===== config.mk =====
export PLATFORM = sky130hd
export DESIGN_NAME = cp0_exc_commit
export DESIGN_NICKNAME = d
export VERILOG_FILES = /design/src/rtl/cp0_exc_commit.sv
export SDC_FILE = /design/constraint.sdc
export NUM_CORES = 1
export LEC_CHECK = 0
export ABC_AREA = 0
export BUFFER_PORTS_ARGS = -buffer_cell sky130_fd_sc_hd__buf_2
export CAP_MARGIN = 5
export CORE_UTILIZATION = 45
export DETAILED_ROUTE_END_ITERATION = 7
export HOLD_SLACK_MARGIN = 0.12
export PLACE_DENSITY = 0.79
export SLEW_MARGIN = 20
export SYNTH_ARGS = -nofsm -noshare
export SYNTH_HDL_FRONTEND = slang
export SYNTH_SLANG_ARGS = --single-unit

===== constraint.sdc =====
create_clock -name clk -period 6.38 [get_ports clk]
set_clock_uncertainty 0.15 [all_clocks]
set_input_delay 1.276 -clock clk [delete_from_list [all_inputs] [get_ports clk]]
set_output_delay 1.276 -clock clk [all_outputs]
set_load 0.1 [all_outputs]

===== src/rtl/cp0_exc_commit.sv =====
// cp0_exc_commit: commit-stage CP0 block.
// It holds Status, Cause, EPC and BadVAddr, and optionally Count and Compare.
// It decides exception, interrupt and ERET redirection, and it serves MTC0/MFC0.
// Build option: define CP0_TIMER_EN to include the Count/Compare timer and the TI interrupt.
// Without that macro, registers 9 and 11 read 0, writes to them are ignored, and TI stays 0.
// Handshake: there is no stall path.
// A record is consumed in the cycle in which commit_valid=1. It is accepted unconditionally.
// exc_occur and exc_target are valid in that same cycle.
// Every register update lands on the following clock edge.
module cp0_exc_commit #(
  parameter logic [31:0] EXC_VECTOR   = 32'hBFC0_0380,
  parameter logic [31:0] RESET_STATUS = 32'h0040_0000
) (
  input  logic        clk,
  input  logic        reset,
  input  logic        commit_valid,
  input  logic [31:0] pc,
  input  logic [31:0] badvaddr,
  input  logic [4:0]  exc_code,
  input  logic        is_exc,
  input  logic        is_in_ds,
  input  logic        is_eret,
  input  logic [5:0]  hw_int,
  input  logic        mtc0_we,
  input  logic [4:0]  mtc0_addr,
  input  logic [31:0] mtc0_wdata,
  input  logic [4:0]  mfc0_addr,
  output logic [31:0] mfc0_rdata,
  output logic        exc_occur,
  output logic [31:0] exc_target,
  output logic [31:0] cp0_status,
  output logic [31:0] cp0_epc
);

  localparam logic [4:0] REG_BADVADDR = 5'd8;
  localparam logic [4:0] REG_COUNT    = 5'd9;
  localparam logic [4:0] REG_COMPARE  = 5'd11;
  localparam logic [4:0] REG_STATUS   = 5'd12;
  localparam logic [4:0] REG_CAUSE    = 5'd13;
  localparam logic [4:0] REG_EPC      = 5'd14;

  // Architectural state. Only the implemented bits are stored.
  logic [7:0]  im_q, im_d;
  logic        exl_q, exl_d;
  logic        ie_q, ie_d;
  logic        bd_q, bd_d;
  logic [1:0]  ip_sw_q, ip_sw_d;
  logic [4:0]  code_q, code_d;
  logic [31:0] epc_q, epc_d;
  logic [31:0] badvaddr_q, badvaddr_d;
  logic [5:0]  hw_int_q;

  logic        ti;
  logic [31:0] count_val;
  logic [31:0] compare_val;

  logic [7:0]  ip;
  logic [31:0] status_val;
  logic [31:0] cause_val;
  logic        int_req;
  logic        take;
  logic [4:0]  take_code;
  logic        eret_go;
  logic        mtc0_go;

  // Assemble the visible register images and the redirect decision.
  always_comb begin
    ip         = {hw_int_q[5] | ti, hw_int_q[4:0], ip_sw_q};
    status_val = {9'b0, 1'b1, 6'b0, im_q, 6'b0, exl_q, ie_q};
    cause_val  = {bd_q, ti, 14'b0, ip, 1'b0, code_q, 2'b0};
    int_req    = ie_q & ~exl_q & (|(ip & im_q));
    take       = commit_valid & (int_req | is_exc);
    // An interrupt claims the retiring instruction and overrides its exception code.
    take_code  = int_req ? 5'd0 : exc_code;
    eret_go    = commit_valid & is_eret & ~take;
    // A trapping instruction must not retire its MTC0.
    mtc0_go    = mtc0_we & commit_valid & ~take;
    exc_occur  = take | eret_go;
    exc_target = take ? EXC_VECTOR : epc_q;
    cp0_status = status_val;
    cp0_epc    = epc_q;
  end

  // Next-state for Status, Cause, EPC and BadVAddr.
  always_comb begin
    im_d       = im_q;
    exl_d      = exl_q;
    ie_d       = ie_q;
    bd_d       = bd_q;
    ip_sw_d    = ip_sw_q;
    code_d     = code_q;
    epc_d      = epc_q;
    badvaddr_d = badvaddr_q;
    if (mtc0_go) begin
      case (mtc0_addr)
        REG_STATUS: begin
          im_d  = mtc0_wdata[15:8];
          exl_d = mtc0_wdata[1];
          ie_d  = mtc0_wdata[0];
        end
        REG_CAUSE: ip_sw_d = mtc0_wdata[9:8];
        REG_EPC:   epc_d   = mtc0_wdata;
        default:   ;
      endcase
    end
    if (take) begin
      code_d = take_code;
      exl_d  = 1'b1;
      // A nested exception keeps the original return point.
      if (!exl_q) begin
        epc_d = pc;
        bd_d  = is_in_ds;
      end
      if (take_code == 5'd4 || take_code == 5'd5) begin
        badvaddr_d = badvaddr;
      end
    end else if (eret_go) begin
      exl_d = 1'b0;
    end
  end

  // Register the CP0 state and sample the interrupt lines every cycle.
  always_ff @(posedge clk) begin
    if (reset) begin
      im_q       <= RESET_STATUS[15:8];
      exl_q      <= RESET_STATUS[1];
      ie_q       <= RESET_STATUS[0];
      bd_q       <= 1'b0;
      ip_sw_q    <= 2'b0;
      code_q     <= 5'd0;
      epc_q      <= 32'd0;
      badvaddr_q <= 32'd0;
      hw_int_q   <= 6'd0;
    end else begin
      im_q       <= im_d;
      exl_q      <= exl_d;
      ie_q       <= ie_d;
      bd_q       <= bd_d;
      ip_sw_q    <= ip_sw_d;
      code_q     <= code_d;
      epc_q      <= epc_d;
      badvaddr_q <= badvaddr_d;
      hw_int_q   <= hw_int;
    end
  end

`ifdef CP0_TIMER_EN
  logic [31:0] count_q, count_d;
  logic [31:0] compare_q, compare_d;
  logic        toggle_q, toggle_d;
  logic        ti_q, ti_d;
  logic        count_step;

  // Count advances every second cycle.
  // TI is raised only when Count actually changes onto Compare.
  // Because of that, the reset state Count=Compare=0 does not fire.
  always_comb begin
    toggle_d   = ~toggle_q;
    count_d    = count_q + {31'b0, toggle_q};
    count_step = toggle_q;
    compare_d  = compare_q;
    ti_d       = ti_q;
    if (mtc0_go && mtc0_addr == REG_COUNT) begin
      count_d    = mtc0_wdata;
      toggle_d   = 1'b0;
      count_step = 1'b1;
    end
    if (mtc0_go && mtc0_addr == REG_COMPARE) begin
      compare_d = mtc0_wdata;
      ti_d      = 1'b0;
    end else if (count_step && count_d == compare_q) begin
      ti_d = 1'b1;
    end
  end

  // Register the timer state.
  always_ff @(posedge clk) begin
    if (reset) begin
      count_q   <= 32'd0;
      compare_q <= 32'd0;
      toggle_q  <= 1'b0;
      ti_q      <= 1'b0;
    end else begin
      count_q   <= count_d;
      compare_q <= compare_d;
      toggle_q  <= toggle_d;
      ti_q      <= ti_d;
    end
  end

  assign ti          = ti_q;
  assign count_val   = count_q;
  assign compare_val = compare_q;
`else
  assign ti          = 1'b0;
  assign count_val   = 32'd0;
  assign compare_val = 32'd0;
`endif

  // MFC0 read mux. It shows pre-edge values, and unmapped numbers read 0.
  always_comb begin
    mfc0_rdata = 32'd0;
    case (mfc0_addr)
      REG_BADVADDR: mfc0_rdata = badvaddr_q;
      REG_COUNT:    mfc0_rdata = count_val;
      REG_COMPARE:  mfc0_rdata = compare_val;
      REG_STATUS:   mfc0_rdata = status_val;
      REG_CAUSE:    mfc0_rdata = cause_val;
      REG_EPC:      mfc0_rdata = epc_q;
      default:      mfc0_rdata = 32'd0;
    endcase
  end

endmodule


; Yosys cells after proc, flatten, opt, wreduce, memory -nomap -nowiden
; Index checks and enable logic that the tools add are counted.
[totals]
input_bits = 124
output_inout_bits = 129
wordCells = 50
regBits = 88
[classes]
bitwise_logic = 12
eq_ne = 9
mux = 11
reduce_logical = 9
[op_table]
columns = cell, n
row1 = 32-bit two-way mux, 5
row2 = 32-bit one-hot mux with 4 select lines, 1
row3 = "5-bit by 4-bit equality test with 1-bit output, second input constant", 7
row4 = "5-bit by 3-bit equality test with 1-bit output, second input constant", 2
row5 = 2-bit AND reduction, 5
row6 = 8-bit bitwise AND, 1
row7 = 8-bit OR reduction, 1
row8 = 1-bit bitwise AND, 7
row9 = 3-bit nonzero test, 2
row10 = 5-bit two-way mux, 1
row11 = 1-bit two-way mux, 4
row12 = 1-bit NOT, 2
row13 = 1-bit bitwise OR, 2
row14 = 1-bit logical OR, 1

; Logic depth before layout (Yosys ltp)
[depth]
ltp_word = 10
depth_mapped = 8
ltp_nobuf = 4

; Worst setup path after synthesis
; OpenSTA, ideal clock, no wires.
[synth_path]
kind = input -> output
start = input port mfc0_addr[1]
end = output port mfc0_rdata[0]
stages = 3
path_buffers = 1
slack_ps = 866
required_time_ps = 4954
t_arrival_ps = 4088
cell_sequence = or4b_1 -> clkbuf_1 -> o21ai_0
[synth_via]
elab_chain_cells = 2
word_cells_on_any_way = 5
classes_between = 4 x eq/ne / 1 x mux
[synth_rtl]
columns = element, line
row1 = start: declaration, 27  ; input logic [4:0] mfc0_addr,
row2 = 5-bit by 4-bit equality test with 1-bit output, 203  ; case (mfc0_addr)
row3 = 32-bit one-hot mux with 4 select lines (*), 203
row4 = end: declaration, 28  ; output logic [31:0] mfc0_rdata,
; Mark *: on every way between the ends. The rest lies on a longest branch, timed or not.

; Worst setup path in the final report
[layout_path]
start = input port mfc0_addr[1]
end = output port mfc0_rdata[15]
; Same word-level chain as after synthesis.

==> summary.txt <==
STA
  • Fin crit share: 0.803
  • Fin Hold WS: 333 ps
  • Slew headroom: 0.313
  • Hold Vio Cnt, Final: 0
  • Slew @ Worst Pin: 1030 ps
  • FMAX: 0.195 GHz
  • RSZ-0062 raised after global routing: no
  • Min Tclk post-route: 5120 ps
  • Setup_tns: 0 ps
  • Fin worst setup slack: 1260 ps
  • Fin. max-slew vios: 0
  • Final setup violation count: 0

Setup path
  • CP required: 4950 ps
  • Critical Path Start Type: input pin
  • FF-to-FF path depth: 5
  • Critical path arrival: 3700 ps
  • Nature of the critical path endpoint: primary output
  • Crit Path Max Fanout: 15
  • CP Class: input pin to primary output

Power
  • Clock Power Share: 0.299
  • NetSw: 0.000611 W
  • Worst vdd ir: 0.163 mV
  • Final Power: 0.00149 W
  • Switching Share: 0.411
  • Logic pwr share: 0.302
  • Pleak: 2.68 nW
  • Seq pwr share: 0.399
  • Internal power: 0.000875 W
  • Pwr/cell area: 240 mW/mm^2

Clock tree
  • Post-CTS Setup Inserts: 0
  • CTS tree: done
  • Post-CTS Resized: 0
  • Clk_lat worst skew: 360 ps
  • H-tree depth: 3
  • Hold_buf cts: 0
  • CTS Root Cell: clkbuf_8
  • Max Buffers Root-to-Sink: 2
  • Total clock sinks: 88
  • Num CTS Buffers: 9
  • Clock Pin Slew Worst Setup and Hold Paths: 100 ps

Routing
  • Via count: 5,510
  • # DRC: 0
  • Vias per Instance: 5.91
  • WL/cell: 19.0 um
  • Initial DRC count: 362
  • Wirelength, routed: 17.7 mm
  • Antenna Violating Nets Remaining: 0
  • Pre-antenna DRT Iters: 5

Cells and area
  • Nets: 909
  • Synthesis-to-layout area growth: 24.1%
  • Layout cells sized above 1: 0.339

Floorplan
  • Die area: 0.0115 mm^2
  • Core Region: 0.0108 mm^2
  • Site Rows: 38
  • Initial Utilization: 0.461
  • Die Width: 107 um
  • Top Ports: 253
  • Die H: 107 um

Synth
  • Post-Syn Area: 0.00500 mm^2
  • Synth Flop Type: dfxtp_1
  • Area contributors post-synth: dfxtp_1 35%, o21ai_0 6.9%, nand3_1 6.7%
  • Post-synth EDFFs: 0
  • Netlist cell types: 46
  • FFs w/ async S/R, synth: 0
  • Dominant cell type by area after synthesis: dfxtp_1
  • Synth Register Bits: 88
  • Ys Warns: 0
  • Area share of the largest cell type after synthesis: 0.353
  • Syn avg cell area: 8.27 um^2
  • Post-synthesis sequential area ratio: 0.353
  • Post-Synthesis Cells: 604

Placement
  • I/O Buffers: 230
  • GPL Wtd Cong: 0.870
  • Detailed placer's ending HPWL: 11.8 mm
  • Pre-CTS WS: 1310 ps

Run status
  • Status: completed

Hold path
  • HP Class: register to register
  • Hold Path Depth: 2

Global route
  • GRT overflow: 0
  • Global router's overall resource usage: 0.300
  • Largest net degree at the start of global routing: 104
  • Initial antenna violation count: 3
  • First-pass GRT wire length: 26.6 mm
  • Vias in the first global route: 4,910

Run
  • Max-Cap Viols: 0
==> cell families after synthesis <==
group | Yosys count | synth area share
and+or+nand+nor | 176 | 0.197
AOI/OAI and AO/OA | 224 | 0.308
buffers and inverters | 100 | 0.114
muxes | 14 | 0.0280
DFF | 88 | 0.353
other | 2 | 0.00150
==> sequential cells by signal, indices dropped and copies added (netlist names) <==
register / count
badvaddr_q: 32
bd_q: 1
code_q: 5
cp0_epc: 32
exl_q: 1
hw_int_q: 6
ie_q: 1
im_q: 8
ip_sw_q: 2
==> power by group through the flow <==
stage / registers [W] / clock network (W) / logic [W]
5_1_grt: 0.000594 / 0.000473 / 0.000466
3_5_place_dp: 0.000605 / 0 / 0.000447
4_1_cts: 0.000592 / 0.000451 / 0.000448
2_1_floorplan: 0.000698 / 0 / 0.000272
3_3_place_gp: 0.000605 / 0 / 0.000445
6_report: 0.000592 / 0.000445 / 0.000449
==> final timing paths <==
path / startpoint / endpoint / slack (ps)
setup / recovery: mfc0_addr[1] / mfc0_rdata[15] / 1260
hold / removal: badvaddr_q[14]$_SDFFE_PP0P_ / badvaddr_q[14]$_SDFFE_PP0P_ / 330
setup reg to reg: im_q[5]$_SDFFE_PP0P_ / cp0_epc[13]$_SDFF_PP0_ / 3340
hold reg to reg: badvaddr_q[14]$_SDFFE_PP0P_ / badvaddr_q[14]$_SDFFE_PP0P_ / 330
==> metal layers <==
layer / vias to the layer above / global-route usage / share of wire
met5: - / 0 / 0
met2: 303 / 0.482 / 0.48
li1: 2561 / - / -
met1: 2621 / 0.392 / 0.42
met4: 0 / 0.123 / 0.021
met3: 25 / 0.0575 / 0.084
==> critical path, cell delays in order <==
cell     delay, ps
buf_2          110
or4b_1         720
nor2_2         630
buf_4          350
a22oi_1        100
nand2_1         80
buf_2          420
==> metrics by stage <==
| stage | area, um^2 | cells | util |
|---|---|---|---|
| 2_1_floorplan | 5070 | 624 | - |
| 3_3_place_gp | 5970 | 914 | 0.551 |
| 3_5_place_dp | 5970 | 914 | 0.551 |
| 4_1_cts | 6190 | 930 | 0.571 |
| 5_1_grt | 6200 | 932 | 0.572 |
| 6_report | 6200 | 932 | 0.572 |
==> cell usage in the layout, fill, tap and decap left out, drive strengths merged, types with 2 or more instances in the layout <==
cell / Yosys / layout
buf: 51 / 242
dfxtp: 88 / 88
o21ai: 72 / 72
nand3: 67 / 67
nand2b: 36 / 36
a21oi: 36 / 36
a211oi: 32 / 32
a311oi: 32 / 32
conb: 2 / 22
nand2: 21 / 21
and2: 20 / 20
a22oi: 19 / 19
a22o: 19 / 19
mux2i: 14 / 14
clkbuf: 41 / 9
inv: 7 / 9
nor2b: 8 / 8
nor2: 6 / 6
o32ai: 5 / 5
nand4: 4 / 4
nor3: 3 / 3
nor3b: 3 / 3
diode: 0 / 2
and3: 2 / 2
o31ai: 2 / 2
bufinv: 0 / 2
clkinvlp: 0 / 2
clkinv: 1 / 2
==> synthesized netlist by cell type, drive strengths merged (7+ instances only) <==
| master | instances |
|---|---|
| a22oi | 19 |
| a21oi | 36 |
| a22o | 19 |
| clkbuf | 41 |
| dfxtp | 88 |
| mux2i | 14 |
| inv | 7 |
| a311oi | 32 |
| nand2b | 36 |
| a211oi | 32 |
| nand2 | 21 |
| buf | 51 |
| o21ai | 72 |
| nand3 | 67 |
| and2 | 20 |
| nor2b | 8 |
==> cell type report <==
| type | instances | area (um^2) |
|---|---|---|
| clock inverters | 7 | 101 |
| diodes | 2 | 5.00 |
| flip-flops and latches | 88 | 1760 |
| fillers | 1070 | 4640 |
| inverters | 8 | 30.0 |
| multi-input cells | 436 | 2760 |
| clock buffers | 9 | 124 |
| repair buffers | 242 | 1240 |
| well taps | 140 | 175 |
Power figures use the tool's default switching activity.
